## src/rtl/kgp_alu_pkg.sv

```systemverilog
// Shared ALU definitions: shift-op encoding used by the pipelined barrel shifter.
package kgp_alu_pkg;

    typedef logic [1:0] shop_t;

    localparam shop_t SHOP_SRL = 2'b00;
    localparam shop_t SHOP_SRA = 2'b01;
    localparam shop_t SHOP_SLL = 2'b10;
    localparam shop_t SHOP_ROR = 2'b11;

endpackage

```

## src/rtl/shift_stage.sv

```systemverilog
// One registered log2 stage of the barrel shifter: shifts by 2^K when shamt bit K is set.
// Rotate support is built only when BARREL_SHIFT_ROTATE_EN is defined; otherwise op 11 acts as SRL.
module shift_stage
    import kgp_alu_pkg::*;
#(
    parameter int unsigned WIDTH = 8,
    parameter int unsigned SHW   = 3,
    parameter int unsigned K     = 0
) (
    input  logic             clk,
    input  logic             rst,
    input  logic             advance_i,
    input  logic             valid_i,
    input  logic [WIDTH-1:0] data_i,
    input  shop_t            op_i,
    input  logic [SHW-1:0]   shamt_i,
    input  logic             carry_i,
    output logic             valid_o,
    output logic [WIDTH-1:0] data_o,
    output shop_t            op_o,
    output logic [SHW-1:0]   shamt_o,
    output logic             carry_o
);

    localparam int unsigned Amt = 1 << K;

    logic             valid_d, valid_q;
    logic [WIDTH-1:0] data_d, data_q;
    shop_t            op_d, op_q;
    logic [SHW-1:0]   shamt_d, shamt_q;
    logic             carry_d, carry_q;

    // An inactive stage passes data and the running carry unchanged, so the carry
    // left at the output is the one produced by the last stage that actually shifted.
    always_comb begin
        valid_d = valid_i;
        op_d    = op_i;
        shamt_d = shamt_i;
        data_d  = data_i;
        carry_d = carry_i;
        if (shamt_i[K]) begin
            unique case (op_i)
                SHOP_SRA: begin
                    data_d  = $signed(data_i) >>> Amt;
                    carry_d = data_i[Amt-1];
                end
                SHOP_SLL: begin
                    data_d  = data_i << Amt;
                    carry_d = data_i[WIDTH-Amt];
                end
`ifdef BARREL_SHIFT_ROTATE_EN
                SHOP_ROR: begin
                    data_d  = (data_i >> Amt) | (data_i << (WIDTH - Amt));
                    carry_d = data_d[WIDTH-1];
                end
`endif
                default: begin
                    data_d  = data_i >> Amt;
                    carry_d = data_i[Amt-1];
                end
            endcase
        end
    end

    always_ff @(posedge clk) begin
        if (rst) begin
            valid_q <= 1'b0;
            data_q  <= '0;
            op_q    <= SHOP_SRL;
            shamt_q <= '0;
            carry_q <= 1'b0;
        end else if (advance_i) begin
            valid_q <= valid_d;
            data_q  <= data_d;
            op_q    <= op_d;
            shamt_q <= shamt_d;
            carry_q <= carry_d;
        end
    end

    assign valid_o = valid_q;
    assign data_o  = data_q;
    assign op_o    = op_q;
    assign shamt_o = shamt_q;
    assign carry_o = carry_q;

endmodule

```

## src/rtl/barrel_shifter_pipe.sv

```systemverilog
// Pipelined WIDTH-bit barrel shifter (SRL/SRA/SLL/ROR), one log2 stage per cycle, global stall.
// BARREL_SHIFT_ROTATE_EN enables real rotate for op 11; without it op 11 executes as SRL.
module barrel_shifter_pipe
    import kgp_alu_pkg::*;
#(
    parameter  int unsigned WIDTH = 8,
    localparam int unsigned SHW   = $clog2(WIDTH)
) (
    input  logic             clk,
    input  logic             rst,
    input  logic             in_valid,
    output logic             in_ready,
    input  logic [WIDTH-1:0] in_a,
    input  logic [SHW-1:0]   in_shamt,
    input  logic [1:0]       in_op,
    output logic             out_valid,
    input  logic             out_ready,
    output logic [WIDTH-1:0] out_y,
    output logic             out_carry,
    output logic             out_zero
);

    logic             valid_s [SHW+1];
    logic [WIDTH-1:0] data_s  [SHW+1];
    shop_t            op_s    [SHW+1];
    logic [SHW-1:0]   shamt_s [SHW+1];
    logic             carry_s [SHW+1];
    logic             advance;

    // A stalled result blocks every stage; an empty last stage lets the pipe move.
    assign advance  = out_ready || !valid_s[SHW];
    assign in_ready = advance;

    assign valid_s[0] = in_valid;
    assign data_s[0]  = in_a;
    assign op_s[0]    = in_op;
    assign shamt_s[0] = in_shamt;
    assign carry_s[0] = 1'b0;

    for (genvar k = 0; k < SHW; k++) begin : g_stage
        shift_stage #(
            .WIDTH(WIDTH),
            .SHW  (SHW),
            .K    (k)
        ) u_stage (
            .clk      (clk),
            .rst      (rst),
            .advance_i(advance),
            .valid_i  (valid_s[k]),
            .data_i   (data_s[k]),
            .op_i     (op_s[k]),
            .shamt_i  (shamt_s[k]),
            .carry_i  (carry_s[k]),
            .valid_o  (valid_s[k+1]),
            .data_o   (data_s[k+1]),
            .op_o     (op_s[k+1]),
            .shamt_o  (shamt_s[k+1]),
            .carry_o  (carry_s[k+1])
        );
    end

    logic unused_tail;
    assign unused_tail = ^{op_s[SHW], shamt_s[SHW]};

    assign out_valid = valid_s[SHW];
    assign out_y     = data_s[SHW];
    assign out_carry = carry_s[SHW];
    assign out_zero  = (data_s[SHW] == '0);

endmodule

```

## config.mk

```make
export PLATFORM = sky130hd
export DESIGN_NAME = barrel_shifter_pipe
export DESIGN_NICKNAME = d
export VERILOG_FILES = /design/src/rtl/kgp_alu_pkg.sv /design/src/rtl/shift_stage.sv /design/src/rtl/barrel_shifter_pipe.sv
export SDC_FILE = /design/constraint.sdc
export NUM_CORES = 1
export LEC_CHECK = 0
export ABC_CLOCK_PERIOD_IN_PS = 3000
export BUFFER_PORTS_ARGS = -buffer_cell sky130_fd_sc_hd__buf_2
export CAP_MARGIN = 20
export CORE_MARGIN = 2
export CORE_UTILIZATION = 60
export DETAILED_ROUTE_END_ITERATION = 12
export GPL_ROUTABILITY_DRIVEN = 0
export GPL_TIMING_DRIVEN = 0
export PLACE_DENSITY = 0.83
export SLEW_MARGIN = 20
export SYNTH_ARGS = -nofsm -noshare
export SYNTH_HDL_FRONTEND = slang
export SYNTH_SLANG_ARGS = --single-unit
```

## constraint.sdc

```tcl
create_clock -name clk -period 3 [get_ports clk]
set_clock_uncertainty 0.1 [all_clocks]
set_input_delay 0.6 -clock clk [delete_from_list [all_inputs] [get_ports clk]]
set_output_delay 0.6 -clock clk [all_outputs]
set_load 0.1 [all_outputs]
```

# == After elaboration in Yosys (flattened, before gate mapping) ==
# Cells that the tools add are included.
# op_classes
eq_ne,6
muxes,12
reduce_logical,3
# op_table
cell,n
one-hot mux 8 bit (2 select lines),3
2-to-1 mux 8 bit,3
zero test 8 bit,1
"equality test 2 x 1 -> 1 bit, second input constant",3
"equality test 2 bit, second input constant",3
2-to-1 mux 1 bit,6
zero test 1 bit,1
logical OR 1 bit,1
# totals
regBits,40
out_inout_bits,12
elab_cells,34

# == Depth between registers and ports, before layout ==
# Gate-level depths: netlist (run 1).
# depth
word_depth,3
ltp_mapped,6

# == Hierarchy ==
# A second synthesis (run 1) with hierarchy kept.
# hier_totals
cells_unflattened,225
hier_area_um2,2072.0
# modules_own_cells
module,n_inst,cells_each,area_per_inst_um2,seq_area_each_um2
shift_stage at g_stage[1].u_stage,1,75,684.4,300.3
shift_stage at g_stage[2].u_stage,1,72,684.4,300.3
shift_stage at g_stage[0].u_stage,1,73,674.4,300.3
barrel_shifter_pipe,1,5,28.8,0.0

# == Least setup slack after synthesis (run 1) ==
# Ideal clock, no wire load.
# synth_path
kind,register to output
startpoint,reg g_stage[2].u_stage.data_q[4]
endpoint,out out_zero
arrival_ps,2081
required_ps,2300
path_slack_ps,219
path_stages_with_launch,3
cell_sequence,dfxtp_1 or4_1 nor2_1
# synth_between
elab_chain_len,1
# synth_lines
element,line_no,source
from (decl),shift_stage.sv:28,"logic [WIDTH-1:0] data_d, data_q;"
from (signal assigned),shift_stage.sv:74,data_q <= data_d;
zero test 8 bit,barrel_shifter_pipe.sv:68,assign out_zero = (data_s[SHW] == '0);
to (decl),barrel_shifter_pipe.sv:20,output logic out_zero
# Every way passes these cells.

# == Final worst setup path (run 1) ==
# layout_path
startpoint,reg g_stage[2].u_stage.data_q[0]
endpoint,out out_zero
# Same word-level chain as after synthesis.

==> results of run 1 <==
## placed cells by master (no fill, tap or decap), drive strengths merged
cell	synthesis	routed
a211oi	9	9
nor4	2	2
a22o	3	3
nor3	7	7
o21ai	3	3
a2111oi	2	2
inv	10	10
clkinv	1	1
o221ai	4	4
or3	1	1
dfxtp	37	37
o21a	1	1
or2	1	1
a22oi	4	4
or4	2	2
a41oi	1	1
a311o	1	1
a21oi	16	16
nor2b	7	7
buf	20	46
nand3b	5	5
ha	8	8
a311oi	5	5
a221oi	9	9
bufinv	0	1
clkbuf	6	13
nor2	25	25
mux2	1	1
a31oi	1	1
nand3	15	15
and2b	2	2
nand2	22	22
o211ai	4	4
## through the flow
step | area, µm² | instances | hold WS, ps | utilization, %
final | 2230 | 313 | 355 | 72.4
after global routing | 2230 | 313 | 382 | 72.4
after CTS | 2230 | 313 | 360 | 72.4
after detailed placement | 2140 | 305 | 345 | 69.7
after global placement | 2140 | 305 | 340 | 69.7
after floorplan | 1960 | 235 | 332 | -
## worst min-delay path, stage by stage (launching register included)
cell and delay [ps]:
dfxtp_1 320, nand2_1 50, a21oi_1 50
## power by group
part	leakage, nW	internal, W	switching (W)
Clock	0.0455	0.000199	0.000162
Combinational	0.594	0.0000763	0.000160
Sequential	0.304	0.000521	0.0000258
## area by class of cell
cell class / count / area (µm²) / area share [%]
clock buffer: 7 / 55.1 / 2.47
tap: 44 / 55.1 / 2.47
sequential: 37 / 741 / 33.2
inverter: 11 / 46.3 / 2.08
multi-input combinational: 161 / 1000 / 45.1
timing repair buffer: 26 / 130 / 5.84
buffer: 26 / 168 / 7.52
clock inverter: 1 / 30.0 / 1.35
## worst max-delay path by stage
stage | to | depth (start not counted) | slack [ps] | from
final | out_zero | 3 | 550 | g_stage[2].u_stage.data_o[0]
after CTS | out_zero | 3 | 520 | g_stage[2].u_stage.data_o[0]
after detailed placement | in_ready | 6 | 650 | out_ready
after floorplan | out_zero | 2 | 220 | g_stage[2].u_stage.data_o[4]
after global placement | in_ready | 6 | 650 | out_ready
after global routing | out_zero | 3 | 460 | g_stage[2].u_stage.data_o[0]
## flip-flops by register name, summed over array words and instances (netlist names)
signal,cells
g_stage.u_stage.carry_o,3
g_stage.u_stage.shamt_o,3
g_stage.u_stage.valid_o,3
g_stage.u_stage.data_o,24
g_stage.u_stage.op_o,4
## metal layers
layer | vias to the layer above | part of all wire (%) | GRT usage, %
li1 | 913 | - | -
met1 | 844 | 44 | 35.8
met2 | 68 | 49 | 46.7
met3 | 9 | 5.9 | 5.67
met4 | 0 | 1.6 | 8.07
met5 | - | 0 | 0
## cell families (layout without fill, tap and decap cells)
family | Yosys count | after routing
DFF | 37 | 37
buffers and inverters | 37 | 71
AOI/OAI and AO/OA | 63 | 63
muxes | 1 | 1
and+or+nand+nor | 89 | 89
adders and majority gates | 8 | 8
==> flow_summary.yaml, run 1 <==
setup_path:
  crit_path_end_kind: "output port"
  reg2reg_from: "g_stage[0].u_stage.op_o[0]"
  path_cells: "or4_1 -> nor2_1 -> buf_2"
  worstPathMaxFanout: 3
  r2r_slack_ps: 1240
  cp-start-kind: "flip-flop"
  critPathMaxStageDelay_ps: 530
  worstReg2RegEnd: "g_stage[1].u_stage.data_o[0]"
  path_buf_inv: 1
  worstPathRequired_ps: 2300
  crit_slowest_cell: "or4_1"
  reg2reg_depth: 5
  path_class: "reg -> out"
  crit_arrival_ps: 1750
  critPathTopFamily: "simple AND/OR/NAND/NOR gates"
drt:
  wl_per_cell_um: 14.4
  via_count: 1834
  drt_pre_antenna_iters: 6
  drt-initial-drc-count: 86
  wl_mm: 4.51
  detail-route-antenna-nets: 0
  vias_per_cell: 5.86
  post-route-drc-count: 0
yosys:
  synth_common_cells: "dfxtp_1 (37), nor2_1 (25), nand2_1 (22), a21oi_1 (16), nand3_1 (15)"
  synth-compound-area-share_pct: 23.3
  synthTopCellsByArea: "dfxtp_1 (38%), ha_1 (5.1%), nor2_1 (4.8%)"
  synth_ff_type: "dfxtp_1"
  syn_area_um2: 1960
  syn_avg_cell_area_um2: 8.34
  synth.most_common_cell: "dfxtp_1"
  synth.net_count: 260
  yosys_warnings: 0
  ys_ff_latch: 37
  ys_seq_area_share_pct: 37.8
  synth_top_area_cell: "dfxtp_1"
  synthAdderAreaFrac_pct: 5.11
  synth_edf_count: 0
  synth_top_family_by_area: "compound AO/OA/AOI/OAI gates"
  synth_top_area_share_pct: 37.8
  synthArstFlopShare_pct: 0
  yosysUniqueCellTypes: 39
  synth-simple-area-share_pct: 22.3
  synthesis.instances: 235
  synth.mux.area_fraction_pct: 0.575
  synth_xor_area_share_pct: 0
clocking:
  cts_made_buffers: 5
  clock_latency_ps: 340
  cts_sinks: 37
  postCtsHoldBufs: 0
  clockRootBuffer: "clkbuf_4"
  clkTransAtPathRegs_ps: 110
  cts.htree.levels: 2
  cts_resized: 0
  cts_buffer_depth: 2
  tritoncts: "built"
  cts_setup_buffers: 0
final_layout:
  antenna_cells: 0
  nFillCells: 269
  nets: 293
  area_growth_syn_to_layout_pct: 13.8
  drive_gt1_share_pct: 22.3
timing:
  worst_pin_slew_ps: 503
  post-route-period-util_pct: 81.7
  fin_crit_ps: 2450
  finalHoldViolCount: 0
  rsz0062_at_grt: "false"
  setup_slack_ps: 548
  tns_ps: 0
  relSlewSlack_pct: 66.5
  slew_viol_final: 0
  setup_viol: 0
  fmax_mhz: 408
grt:
  antenna_found_initial: 0
  grt_pass1_wl_mm: 7.61
  grt-ovfl-total: 0
  grt_start_max_net_pins: 12
  track_usage_pct: 27.7
  grt_pass1_vias: 1644
floorplan:
  io_pins: 29
  chipHeight_um: 61.1
  start_util_pct: 63.7
  core_um2: 3080
  die_width_um: 61.1
  dieArea_um2: 3740
  rows: 20
status:
  status: "completed"
worst_hold_path:
  min_to: "g_stage[1].u_stage.valid_o"
  min_path_cells: 2
  hold_start: "g_stage[1].u_stage.valid_o"
  hold_class: "reg -> reg"
power_and_ir_drop:
  leakagePower_nw: 0.944
  irDropWorstVdd_v: 0.000468
  power.total_w: 0.00114
  cellPowerDensity_nw_per_um2: 514
placed_design:
  portBuffers: 26
  preCtsSetupSlack_ps: 651
  dp_hpwl_mm: 3.24
flow_run:
  drv_cap: 0
(Power assumes the default switching activity.)
==> run 2, diff against run 1 <==
--- a/config.mk
+++ b/config.mk
@@ -5,15 +5,15 @@
 export SDC_FILE = /design/constraint.sdc
 export NUM_CORES = 1
 export LEC_CHECK = 0
-export ABC_CLOCK_PERIOD_IN_PS = 3000
+export ABC_CLOCK_PERIOD_IN_PS = 2400
 export BUFFER_PORTS_ARGS = -buffer_cell sky130_fd_sc_hd__buf_2
 export CAP_MARGIN = 20
 export CORE_MARGIN = 2
-export CORE_UTILIZATION = 60
+export CORE_UTILIZATION = 56
 export DETAILED_ROUTE_END_ITERATION = 12
 export GPL_ROUTABILITY_DRIVEN = 0
 export GPL_TIMING_DRIVEN = 0
-export PLACE_DENSITY = 0.83
+export PLACE_DENSITY = 0.79
 export SLEW_MARGIN = 20
 export SYNTH_ARGS = -nofsm -noshare
 export SYNTH_HDL_FRONTEND = slang
==> constraint.sdc (replaced) <==
create_clock -name clk -period 2.4 [get_ports clk]
set_clock_uncertainty 0.1 [all_clocks]
set_input_delay 0.48 -clock clk [delete_from_list [all_inputs] [get_ports clk]]
set_output_delay 0.48 -clock clk [all_outputs]
set_load 0.1 [all_outputs]
==> run 2 against run 1 <==
Against the previous run: sequential cell count unchanged; global-route usage shrank 3.4 points; first-iteration DRC count rose by 44%; register-to-register slack worse by 570 ps; sequential share of layout area fell by 0.074 points; largest power group unchanged; highest routed layer unchanged.
==> flow_summary.yaml, run 2 (same netlist as run 1, synthesis figures left out) <==
timing:
  relSlewSlack_pct: 67.6
  worst_pin_slew_ps: 486
  setup_viol: 0
  rsz0062_at_grt: "false"
  tns_ps: 0
  finalHoldViolCount: 0
  fin_crit_ps: 2320
  post-route-period-util_pct: 96.8
  fmax_mhz: 430
  slew_viol_final: 0
grt:
  grt-ovfl-total: 0
  grt_pass1_vias: 1674
  track_usage_pct: 24.3
  grt_pass1_wl_mm: 7.69
  grt_start_max_net_pins: 12
  antenna_found_initial: 0
setup_path:
  crit_arrival_ps: 1740
  worstPathMaxFanout: 3
  worstPathRequired_ps: 1820
  reg2reg_depth: 5
  r2r_slack_ps: 670
  crit_path_end_kind: "output port"
  worstReg2RegEnd: "g_stage[2].u_stage.data_o[6]"
  path_class: "reg -> out"
  reg2reg_from: "g_stage[1].u_stage.op_o[0]"
  cp-start-kind: "flip-flop"
drt:
  wl_mm: 4.51
  highest-signal-layer: "met4"
  drt_pre_antenna_iters: 4
  detail-route-antenna-nets: 0
  met1_length_mm: 1.96
  post-route-drc-count: 0
  wl_met2_mm: 2.23
  drt-initial-drc-count: 124
  wl_met3_um: 267
  via_count: 1871
  vias_per_cell: 5.94
  wl_per_cell_um: 14.3
final_layout:
  drive_gt1_share_pct: 22.7
  fin_area_um2: 2230
  area_growth_syn_to_layout_pct: 14.0
  antenna_cells: 0
  final_common_cell: "dfxtp_1"
  nFillCells: 305
  nets: 293
  layout_common_cells: "dfxtp_1 (37), buf_2 (33), nor2_1 (24)"
  multi_input_area_um2: 1010
  seqCellArea_um2: 741
  largest_reg_flops: 24
placed_design:
  placed_area_um2: 2150
  portBuffers: 26
  dp_hpwl_mm: 3.29
clocking:
  cts_made_buffers: 5
  cts_buffer_depth: 2
  cts.htree.levels: 2
  tritoncts: "built"
  clockRootBuffer: "clkbuf_4"
  cts_sinks: 37
  cts_resized: 0
  postCtsHoldBufs: 0
  cts_setup_buffers: 0
  clkTransAtPathRegs_ps: 120
  clock_latency_ps: 340
floorplan:
  chipHeight_um: 63.2
  io_pins: 29
  core_um2: 3340
  start_util_pct: 58.7
  rows: 21
  die_width_um: 63.2
  dieArea_um2: 3990
worst_hold_path:
  hold_class: "in -> reg"
  min_path_cells: 3
  hold_start: "in_shamt[2]"
  min_to: "g_stage[0].u_stage.shamt_o[2]"
power_and_ir_drop:
  irDropWorstVdd_v: 0.000421
  cellPowerDensity_nw_per_um2: 642
  leakagePower_nw: 0.944
status:
  status: "completed"
flow_run:
  drv_cap: 0
-- run 2: worst max path at each step --
stage,from,to,cells past startpoint
finish,g_stage[2].u_stage.data_o[0],out_zero,3
global placement,out_ready,in_ready,6
CTS,g_stage[2].u_stage.data_o[0],out_zero,3
floorplan,g_stage[2].u_stage.valid_o,in_ready,4
detailed placement,out_ready,in_ready,6
global route,g_stage[2].u_stage.data_o[0],out_zero,3
-- run 2: metrics by stage --
step                      instances  hold slack [ps]  utilization, %  power (W)  setup slack (ps)
after detailed placement        307              347            64.4   0.000993               275
after global routing            315              277            67.0    0.00150              4.64
after global placement          307              340            64.4   0.000988               292
after CTS                       315              260            67.0    0.00144              44.7
final                           315              274            67.0    0.00144              76.3
after floorplan                 235              332               -   0.000926               175
-- run 2: critical path, cell delays in order (launching register included) --
cell	delay, ps
dfxtp_1	340
or4_1	550
nor2_2	90
buf_2	420
-- run 2: cell type report --
cell class              instances  area share, %
clock inverters                 1           1.34
multi-input cells             161           45.1
inverters                      11           2.07
flip-flops and latches         37           33.1
plain buffers                  26           7.50
repair buffers                 26           5.82
well taps                      46           2.58
clock buffers                   7           2.46
-- run 2: per-layer routing --
| metal | vias up | track usage (%) |
|---|---|---|
| met5 | - | 0 |
| li1 | 912 | - |
| met1 | 882 | 29.7 |
| met3 | 7 | 5.71 |
| met2 | 70 | 41.4 |
| met4 | 0 | 9.44 |
-- run 2: power breakdown --
group | internal (W) | leakage (nW) | switching (W)
clock network | 0.000249 | 0.0455 | 0.000206
registers | 0.000652 | 0.304 | 0.0000336
logic | 0.0000962 | 0.594 | 0.000200
==> run 3, diff against run 2 <==
--- a/config.mk
+++ b/config.mk
@@ -13,7 +13,7 @@
 export DETAILED_ROUTE_END_ITERATION = 12
 export GPL_ROUTABILITY_DRIVEN = 0
 export GPL_TIMING_DRIVEN = 0
-export PLACE_DENSITY = 0.79
+export PLACE_DENSITY_LB_ADDON = 0.08
 export SLEW_MARGIN = 20
 export SYNTH_ARGS = -nofsm -noshare
 export SYNTH_HDL_FRONTEND = slang
==> run 3 against run 2 <==
Against the previous run: global-route usage decreased by 1.3 points; critical path depth stayed put; register-to-register slack better by 20 ps; via count is 4.6% lower; count of clock-buffer cells in the layout fell by 1; worst setup slack worse by 18 ps; combinational power about the same; critical endpoint unchanged; highest routed layer unchanged.
==> flow_summary.yaml, run 3 (same netlist as run 1, synthesis figures left out) <==
status:
  status: "completed"
floorplan:
  core_um2: 3340
  dieArea_um2: 3990
  start_util_pct: 58.7
  chipHeight_um: 63.2
  die_width_um: 63.2
  rows: 21
  io_pins: 29
grt:
  antenna_found_initial: 0
  grt_pass1_vias: 1566
  grt_pass1_wl_mm: 7.27
  track_usage_pct: 23.0
  grt_start_max_net_pins: 13
  grt-ovfl-total: 0
placed_design:
  portBuffers: 26
  dp_hpwl_mm: 3.21
  dpl.cell_count: 307
  preCtsSetupSlack_ps: 270
setup_path:
  path_class: "reg -> out"
  crit_slowest_cell: "or4_1"
  worstPathMaxFanout: 3
  critPathMaxStageDelay_ps: 540
  cp-start-kind: "flip-flop"
  path_cells: "or4_1 -> nor2_2 -> buf_2"
  crit_path_end_kind: "output port"
  worstPathRequired_ps: 1820
  crit_arrival_ps: 1760
clocking:
  cts_setup_buffers: 0
  cts_sinks: 37
  clock_latency_ps: 350
  clockRootBuffer: "clkbuf_4"
  cts.htree.levels: 2
  cts_made_buffers: 5
  tritoncts: "built"
  cts_resized: 0
  postCtsHoldBufs: 0
  cts_buffer_depth: 2
  clkTransAtPathRegs_ps: 120
drt:
  via_count: 1784
  wl_per_cell_um: 13.8
  detail-route-antenna-nets: 0
  vias_per_cell: 5.66
  wl_mm: 4.36
  drt-initial-drc-count: 166
  post-route-drc-count: 0
  drt_pre_antenna_iters: 4
timing:
  fin_crit_ps: 2340
  setup_viol: 0
  post-route-period-util_pct: 97.6
  slew_viol_final: 0
  finalHoldViolCount: 0
  worst_pin_slew_ps: 525
  tns_ps: 0
  worst_hold_slack_ps: 249
  setup_slack_ps: 58.6
  relSlewSlack_pct: 65.0
  rsz0062_at_grt: "false"
  fmax_mhz: 427
final_layout:
  multi_input_area_um2: 1010
  largest_reg_flops: 24
  final_common_cell: "dfxtp_1"
  instances_no_fill: 315
  nets: 293
  nFillCells: 310
  layout_common_cells: "dfxtp_1 (37), buf_2 (33), nor2_1 (24)"
  antenna_cells: 0
  area_growth_syn_to_layout_pct: 14.2
  drive_gt1_share_pct: 23.0
  seqCellArea_um2: 741
power_and_ir_drop:
  power.total_w: 0.00145
  leakagePower_nw: 0.943
  cellPowerDensity_nw_per_um2: 648
  irDropWorstVdd_v: 0.000440
worst_hold_path:
  hold_class: "in -> reg"
flow_run:
  drv_cap: 0
-- run 3: cell count changes in the layout (fill, tap and decap cells not counted) --
| cell | delta |
|---|---|
| clkinvlp_4 | +1 |
| clkbuf_1 | -1 |
-- run 3: worst paths after layout --
| path | cells after the start | slack [ps] | start | end |
|---|---|---|---|---|
| hold reg to reg | 2 | 360 | g_stage[1].u_stage.valid_o | g_stage[1].u_stage.valid_o |
| setup / recovery | 3 | 60 | g_stage[2].u_stage.data_o[1] | out_zero |
| hold / removal | 3 | 250 | in_valid | g_stage[0].u_stage.valid_o |
| setup reg to reg | 5 | 690 | g_stage[1].u_stage.op_o[0] | g_stage[2].u_stage.data_o[6] |
-- run 3: critical path: cells and delay by family, from the launching register on --
family / cells / cell delay [ps]
buffers and inverters: 1 / 420
DFF: 1 / 350
and+or+nand+nor: 2 / 630
-- run 3: where the power goes --
part / internal (W) / total, W / switching, W
clock: 0.000248 / 0.000472 / 0.000225
sequential: 0.000652 / 0.000684 / 0.0000321
combinational: 0.0000960 / 0.000294 / 0.000198
-- run 3: per-stage QoR --
step / cell area [µm²] / util, %
floorplan: 1960 / -
CTS: 2240 / 67.1
global placement: 2150 / 64.4
detailed placement: 2150 / 64.4
finish: 2240 / 67.1
global route: 2240 / 67.1
-- run 3: final cells by class --
| class | count | share of cell area, % |
|---|---|---|
| buffer | 26 | 7.49 |
| clock inverter | 2 | 1.68 |
| timing repair buffer | 26 | 5.81 |
| tap | 46 | 2.57 |
| clock buffer | 6 | 2.29 |
| sequential | 37 | 33.1 |
| multi-input combinational | 161 | 45.0 |
| inverter | 11 | 2.07 |
-- run 3: per-layer routing --
| metal | up-vias | track usage [%] | share of wire, % |
|---|---|---|---|
| li1 | 911 | - | - |
| met1 | 818 | 29.5 | 46 |
| met2 | 49 | 39.0 | 48 |
| met3 | 6 | 4.82 | 4.9 |
| met4 | 0 | 6.67 | 1.2 |
| met5 | - | 0 | 0 |
